`src/rtl/and_arb_pkg.sv`:
```
`default_nettype none
// ============================================================================
//  Module      : and_arb_pkg
//  Description : Shared types and constants for the AND datapath arbiter.
//                Contents:
//                  - arb_state_t : FSM state encoding (IDLE, RESP)
//                  - CNT_W       : width of the accepted-operation counter
//                  - id_width()  : requester-ID width, never below 1 bit
//  Revision    : 1.0 - initial release
// ============================================================================
package and_arb_pkg;

  localparam int CNT_W = 16;

  typedef enum logic [0:0] {
    IDLE = 1'b0,
    RESP = 1'b1
  } arb_state_t;

  // A lone requester still needs a 1-bit ID field.
  function automatic int id_width(input int n);
    return (n > 1) ? $clog2(n) : 1;
  endfunction

endpackage : and_arb_pkg
`default_nettype wire

```
`src/rtl/rr_arbiter.sv`:
```
`default_nettype none
// ============================================================================
//  Module      : rr_arbiter
//  Description : Combinational round-robin arbiter. The request vector is
//                rotated so that requester last+1 sits at bit 0. The lowest
//                set bit of the rotated vector wins. Its offset is then
//                rotated back into an absolute requester index.
//  Ports       : req    - request vector
//                last   - index of the most recent winner
//                en     - allows a grant to be driven
//                gnt    - one-hot grant (all zero when !en or no request)
//                gnt_id - winner index (valid whenever any = 1)
//                any    - at least one request is present
//  Revision    : 1.0 - initial release
// ============================================================================
module rr_arbiter
  import and_arb_pkg::*;
#(
  parameter  int N    = 2,
  localparam int ID_W = id_width(N)
) (
  input  logic [N-1:0]    req,
  input  logic [ID_W-1:0] last,
  input  logic            en,
  output logic [N-1:0]    gnt,
  output logic [ID_W-1:0] gnt_id,
  output logic            any
);

  localparam logic [ID_W:0]   C_N        = (ID_W+1)'(N);
  localparam logic [ID_W-1:0] C_LAST_IDX = ID_W'(N-1);

  logic [ID_W-1:0] w_start;
  logic [2*N-1:0]  w_dbl;
  logic [N-1:0]    w_rot;
  logic [ID_W-1:0] w_ofs;
  logic [ID_W:0]   w_sum;
  logic            w_hit;

  always_comb begin
    // Priority starts just after the previous winner, wrapping at N.
    w_start = (last >= C_LAST_IDX) ? '0 : last + ID_W'(1);
    // Shifting a doubled copy of the vector implements a rotate-right.
    w_dbl   = {req, req} >> w_start;
    w_rot   = w_dbl[N-1:0];

    w_hit = 1'b0;
    w_ofs = '0;
    for (int i = N - 1; i >= 0; i--) begin
      if (w_rot[i]) begin
        w_hit = 1'b1;
        w_ofs = ID_W'(i);
      end
    end

    // Rotate back. Both terms are below N, so one conditional subtract
    // completes the modulo.
    w_sum = {1'b0, w_ofs} + {1'b0, w_start};
    if (w_sum >= C_N) begin
      w_sum = w_sum - C_N;
    end

    gnt_id = w_sum[ID_W-1:0];
    any    = w_hit;
    gnt    = '0;
    if (en && w_hit) begin
      gnt[gnt_id] = 1'b1;
    end
  end

endmodule : rr_arbiter
`default_nettype wire

```
`src/rtl/and_datapath_arbiter.sv`:
```
`default_nettype none
// ============================================================================
//  Module      : and_datapath_arbiter
//  Description : Shares a single registered bitwise-AND stage among N_REQ
//                requesters. The block uses round-robin grant and returns a
//                1-cycle-latency result under a backpressured response
//                handshake.
//  Ports       : clk, rst_n         - clock, async active-low reset
//                req_valid/req_ready - per-requester operand handshake
//                req_a, req_b        - per-requester operands
//                rsp_valid/rsp_ready - result handshake
//                rsp_id, rsp_q       - winner ID and registered a & b
//                op_count            - saturating accepted-operation count
//  Revision    : 1.0 - initial release
// ============================================================================
module and_datapath_arbiter
  import and_arb_pkg::*;
#(
  parameter  int N_REQ = 2,
  parameter  int WIDTH = 8,
  localparam int ID_W  = id_width(N_REQ)
) (
  input  logic                        clk,
  input  logic                        rst_n,
  input  logic [N_REQ-1:0]            req_valid,
  input  logic [N_REQ-1:0][WIDTH-1:0] req_a,
  input  logic [N_REQ-1:0][WIDTH-1:0] req_b,
  output logic [N_REQ-1:0]            req_ready,
  output logic                        rsp_valid,
  input  logic                        rsp_ready,
  output logic [ID_W-1:0]             rsp_id,
  output logic [WIDTH-1:0]            rsp_q,
  output logic [CNT_W-1:0]            op_count
);

  arb_state_t       r_state;
  arb_state_t       w_state_nxt;
  logic [ID_W-1:0]  r_last;
  logic [ID_W-1:0]  r_rsp_id;
  logic [WIDTH-1:0] r_rsp_q;
  logic [CNT_W-1:0] r_op_count;
  logic [ID_W-1:0]  w_gnt_id;
  logic             w_en;
  logic             w_any;
  logic             w_accept;

  // A grant is allowed in IDLE, or in RESP once the held result is consumed.
  // The term rst_n keeps req_ready low for the whole reset.
  assign w_en     = rst_n && ((r_state == IDLE) || rsp_ready);
  assign w_accept = w_en && w_any;

  rr_arbiter #(
    .N (N_REQ)
  ) u_rr_arbiter (
    .req    (req_valid),
    .last   (r_last),
    .en     (w_en),
    .gnt    (req_ready),
    .gnt_id (w_gnt_id),
    .any    (w_any)
  );

  always_comb begin
    w_state_nxt = r_state;
    case (r_state)
      IDLE: if (w_accept) w_state_nxt = RESP;
      RESP: if (rsp_ready && !w_accept) w_state_nxt = IDLE;
      default: w_state_nxt = IDLE;
    endcase
  end

  always_ff @(posedge clk or negedge rst_n) begin
    if (!rst_n) begin
      r_state <= IDLE;
    end else begin
      r_state <= w_state_nxt;
    end
  end

  always_ff @(posedge clk or negedge rst_n) begin
    if (!rst_n) begin
      r_last     <= ID_W'(N_REQ-1);
      r_rsp_id   <= '0;
      r_rsp_q    <= '0;
      r_op_count <= '0;
    end else if (w_accept) begin
      r_last   <= w_gnt_id;
      r_rsp_id <= w_gnt_id;
      r_rsp_q  <= req_a[w_gnt_id] & req_b[w_gnt_id];
      if (r_op_count != {CNT_W{1'b1}}) begin
        r_op_count <= r_op_count + CNT_W'(1);
      end
    end
  end

  assign rsp_valid = (r_state == RESP);
  assign rsp_id    = r_rsp_id;
  assign rsp_q     = r_rsp_q;
  assign op_count  = r_op_count;

endmodule : and_datapath_arbiter
`default_nettype wire

```
`config.mk`:
```
export PLATFORM = sky130hd
export DESIGN_NAME = and_datapath_arbiter
export DESIGN_NICKNAME = d
export VERILOG_FILES = /design/src/rtl/and_arb_pkg.sv /design/src/rtl/rr_arbiter.sv /design/src/rtl/and_datapath_arbiter.sv
export SDC_FILE = /design/constraint.sdc
export NUM_CORES = 1
export LEC_CHECK = 0
export CORE_ASPECT_RATIO = 0.7
export CORE_MARGIN = 8
export CORE_UTILIZATION = 40
export CTS_BUF_LIST = sky130_fd_sc_hd__clkbuf_8
export DETAILED_ROUTE_END_ITERATION = 10
export PLACE_DENSITY = 0.85
export SYNTH_ARGS = -nofsm -noshare
export SYNTH_HDL_FRONTEND = slang
export SYNTH_SLANG_ARGS = --single-unit
```
`constraint.sdc`:
```
create_clock -name clk -period 3.28 [get_ports clk]
set_input_delay 0.492 -clock clk [delete_from_list [all_inputs] [get_ports clk]]
set_output_delay 0.492 -clock clk [all_outputs]
set_load 0.05 [all_outputs]
```
# Yosys cells after proc, flatten, opt, wreduce, memory -nomap -nowiden
# Index checks and enable logic that the tools add are counted.
[totals]
word_cells = 39
regBits = 27
in_bits = 37
output_inout_bits = 28
[classes]
bitwise_logic = 2
n_eq_ne = 1
n_reduce_logical = 7
mux = 15
addsub = 4
n_shift = 1
magnitude_cmp = 4
[op_table]
columns = ["cell", "count"]
rows = [
  ["two-way mux 8 bit", 4],
  ["adder 16 x 1 -> 16 bit (second input constant)", 1],
  ["!= test 16 bit (second input constant)", 1],
  ["AND 8 bit", 1],
  ["two-way mux 1 bit", 8],
  ["logical AND 1 bit", 4],
  ["right shift 4 x 1 -> 2 bit", 1],
  ["adder 1 x 1 -> 2 bit", 1],
  [">= comparator 1 bit (second input constant)", 2],
  [">= comparator 2 bit (second input constant)", 1],
  ["less-than comparator 1 x 2 -> 1 bit (second input constant)", 1],
  ["two-way mux 2 bit", 1],
  ["case mux 1 bit (2 select lines)", 1],
  ["AND reduction 2 bit", 1],
  ["adder 1 bit (second input constant)", 1],
  ["demux 1 bit (select 1 bit)", 1],
  ["zero test 1 bit", 1],
  ["logical OR 1 bit", 1],
  ["NOT 1 bit", 1],
  ["subtractor 1 bit (second input constant)", 1],
]

# Longest topological paths before layout
[depth]
word_depth = 13
ltp_mapped = 6
depth_no_buf = 5

# Cells and area by module
# A second synthesis with hierarchy kept.
[unflattened]
hier_cells = 138
area_unflattened_um2 = 1365.1
[modules_own_cells]
columns = ["module", "instances", "area_each_um2", "seq_area_each_um2", "cells_each"]
rows = [
  ["and_datapath_arbiter", 1, 1326.3, 676.9, 131],
  ["rr_arbiter", 1, 38.8, 0.0, 7],
]

# Worst setup path before layout
# No wires, ideal clock.
[synth_timing]
kind = "register to register"
startpoint = "register r_op_count[0] (netlist: op_count[0])"
endpoint = "register r_op_count[5] (netlist: op_count[5])"
required_time_ns = 3.133
path_buffers = 1
path_stages_with_launch = 7
setup_slack_ns = 1.379
period_less_slack_ns = 1.901
arrival_time_ns = 1.755
setup_ns = 0.147
cell_sequence = "dfrtp_1 > ha_1 > nand3_2 > nor4_4 > buf_6 > nor3_1 > xor2_1"
[synth_between]
elab_chain_cells = 2
elab_cells_between_ends = 3
classes_between = "add/sub (1); eq/ne (1); reduce/logical (1)"
[synth_lines]
columns = ["item", "line_no", "source"]
rows = [
  ["start, declared", "and_datapath_arbiter.sv:41", "logic [CNT_W-1:0] r_op_count;"],
  ["start signal, assigned", "and_datapath_arbiter.sv:91", "r_op_count <= r_op_count + CNT_W'(1);"],
  ["parallel branches: the longest is 2 deep, another holds adder 16 x 1 -> 16 bit", "-", ""],
]
# Several ways; the timed one is not identified.
# A chain may end at the register's enable or synchronous reset.

# Worst setup path after layout
[layout_timing]
startpoint = "input rst_n"
endpoint = "output req_ready[1]"
[layout_between]
elab_chain_cells = 3
[layout_lines]
columns = ["item", "line_no", "source"]
rows = [
  ["start, declared", "and_datapath_arbiter.sv:24", "input logic rst_n,"],
  ["logical AND 1 bit", "and_datapath_arbiter.sv:49", "assign w_en = rst_n && ((r_state == IDLE) || rsp_ready);"],
  ["logical AND 1 bit", "rr_arbiter.sv:66", "if (en && w_hit) begin"],
  ["two-way mux 2 bit", "rr_arbiter.sv:66", ""],
  ["end, declared", "and_datapath_arbiter.sv:28", "output logic [N_REQ-1:0] req_ready,"],
]
# Every way passes these cells.

==> metrics <==
first-pass GRT wire length 6830 um; yosys warns 0; top cells by area in the synthesized netlist dfrtp_1 (48%), xor2_1 (9.8%), nand2_1 (8.9%); Final Max Tran Viols 0; leading area contributor after synthesis dfrtp_1; share of the synthesized area in the top cell type 48.4%; Leak 0.931 nW; Layout area overhead 56.1%; Max IR drop VDD 461 uV; area of the multi-input gates 627 um^2; Post-DP HPWL 3420 um; Setup TNS Final 0 ps; status completed; Filler Cell Count 232; synthesized area per cell 10.4 um^2; Sequential cell area 677 um^2; worst reg2reg path startpoint op_count[0]; Worst Setup End Kind output port; CTS max path bufs 2; Die Width 85.3 um; vias in the first global route 1343; initial antenna violation count 0; switching share of power 43.3%; Slowest-stage cell, CP clkdlybuf4s50_1; worst rel slew slack 55.6%; Final GP Congestion 0.791; row cnt 17; CTS tree done; pin count of the biggest net entering global routing 18; RSZ-0062 raised after global routing false; f_max 394 MHz; endpoints failing hold 0; R2R setup slack 1300 ps; # IOs 65; most common cell after layout, fill and taps aside clkdlybuf4s50_1; part of the power in combinational logic 44.7%; Worst Hold Class register to register; critical-path cell list clkdlybuf4s50_1 -> buf_4 -> nand4_1 -> inv_1 -> buf_12; drt first pass iters 4; Cells after DPL 231; period utilization 77.4%; worst clock skew 4.00 ps; ant diodes 0; crit start category input pin; total power 1.21 mW; via density per instance 5.49; Buffers on Ports 64; drt initial violations 72; Int Power 0.685 mW; # hold bufs at CTS 0; total CTS buffers 3; antenna-violating nets left 0; PostCTS Resize Cnt 0; final WL 4210 um; Final nets 236; mapped cell area 0.00134 mm^2; Clock Latency Late Sink 270 ps; Initial Util 42.4%; commonest cells after routing, fill and taps aside clkdlybuf4s50_1 (62), nand2_1 (32), dfrtp_1 (26), xor2_1 (15), o221ai_1 (8); die area 0.00550 mm^2; die height 64.5 um; Mapped Nets 167; post-CTS setup buffer count 0; peak per-stage delay on the critical path 560 ps; Total Routing Usage GR 15.5%; Max Cap Viol 0; Clock Power Share 15.4%; Sequential Power Share 39.9%; Yosys cell types 29; CTS sink cnt 27; H-tree depth 1; Wirelength per Cell 17.9 um; DRC viols 0; fin crit period 2540 ps; Overflow after GRT 0; setup violators final 0; crit path DAT 2050 ps; Vias 1289; crit path launch rst_n; Layout Cells excl Fill 235; Critical Path Sink req_ready[1]; sequential area share after synthesis 50.4%; measured slew at the worst slew-check pin 660 ps; Syn Inst Count 129; Setup CP Type input pin to output port; Root Driver clkbuf_8; worst-path fanout max 14; R2R Path End op_count[1]; register bit count reported by yosys 27; Pwr Density 576 mW/mm^2; worst endpoint required time 2790 ps; share of cells above drive strength 1 9.14%; clk slew on worst S/H paths 90 ps; CORE AREA 0.00317 mm^2; worst r2r path cells 5; Psw 0.524 mW
[layer usage]
layer	share of wire, %	global-route usage, %
met1	40	18.2
met2	52	27.0
met3	6.0	3.52
met5	0	0
met4	1.9	6.09
[stage by stage]
step                      utilization [%]  hold WS [ps]  area (um^2)  setup WS (ps)
final                                66.2           505         2100            740
after global routing                 66.2           528         2100            660
after floorplan                         -           196         1340           1380
after global placement               64.8           476         2050            848
after detailed placement             64.8           486         2050            786
after CTS                            66.2           508         2100            763
[how the worst min path moves through the flow]
stage / from / slack [ps] / endpoint / depth (start not counted)
after floorplan: rst_n / 200 / op_count[0] / 0
after global routing: r_last / 530 / r_last / 2
after CTS: rsp_q[0] / 510 / rsp_q[0] / 2
after global placement: rsp_q[2] / 480 / rsp_q[2] / 2
final: rsp_q[0] / 500 / rsp_q[0] / 2
after detailed placement: rsp_q[0] / 490 / rsp_q[0] / 2
[synthesized netlist by cell type]
library cell	n
nand2_1	32
dfrtp_1	26
xor2_1	15
o221ai_1	8
nand4_1	6
inv_1	5
nor3_1	5
nor4_1	5
and3_1	3
a21oi_1	2
buf_2	2
nor2_1	2
o2111ai_2	2
and4_1	1
buf_6	1
dfstp_2	1
ha_1	1
mux2_1	1
nand2b_2	1
nand2b_4	1
nand3_1	1
nand3_2	1
nor2_2	1
nor3b_1	1
nor4_2	1
nor4_4	1
nor4b_2	1
o211ai_1	1
o21ai_0	1
[logic make-up after synthesis]
| kind of cell | count (synthesis) | share of synthesized area (%) |
|---|---|---|
| muxes | 1 | 0.838 |
| adders and majority gates | 1 | 0.931 |
| xor gates and xnor gates | 15 | 9.78 |
| buffers and inverters | 8 | 2.98 |
| and+or+nand+nor | 63 | 26.0 |
| AOI/OAI and AO/OA | 14 | 9.12 |
| DFF | 27 | 50.4 |
[power by group through the flow]
stage	clock (mW)	combinational, mW	sequential [mW]
finish	0.187	0.540	0.482
global route	0.204	0.568	0.491
CTS	0.189	0.545	0.482
detailed placement	0	0.542	0.487
global placement	0	0.530	0.482
floorplan	0	0.104	0.688
[sequential cells by signal (all words and copies together), names as in the netlist]
name       flops
op_count      16
rsp_q          8
rsp_valid      1
r_last         1
rsp_id         1
[final cells by class]
type / instances / area share (%)
timing repair buffer: 67 / 32.6
tap: 38 / 2.27
sequential: 27 / 32.3
clock buffer: 3 / 1.97
clock inverter: 1 / 0.179
multi-input combinational: 94 / 29.9
inverter: 5 / 0.894
[worst max-delay path, delay by kind of cell]
family / cells / cell delay, ps
simple gates: 1 / 360
buf+inv: 4 / 1190
Note: power is estimated with default switching activity, not from simulation.
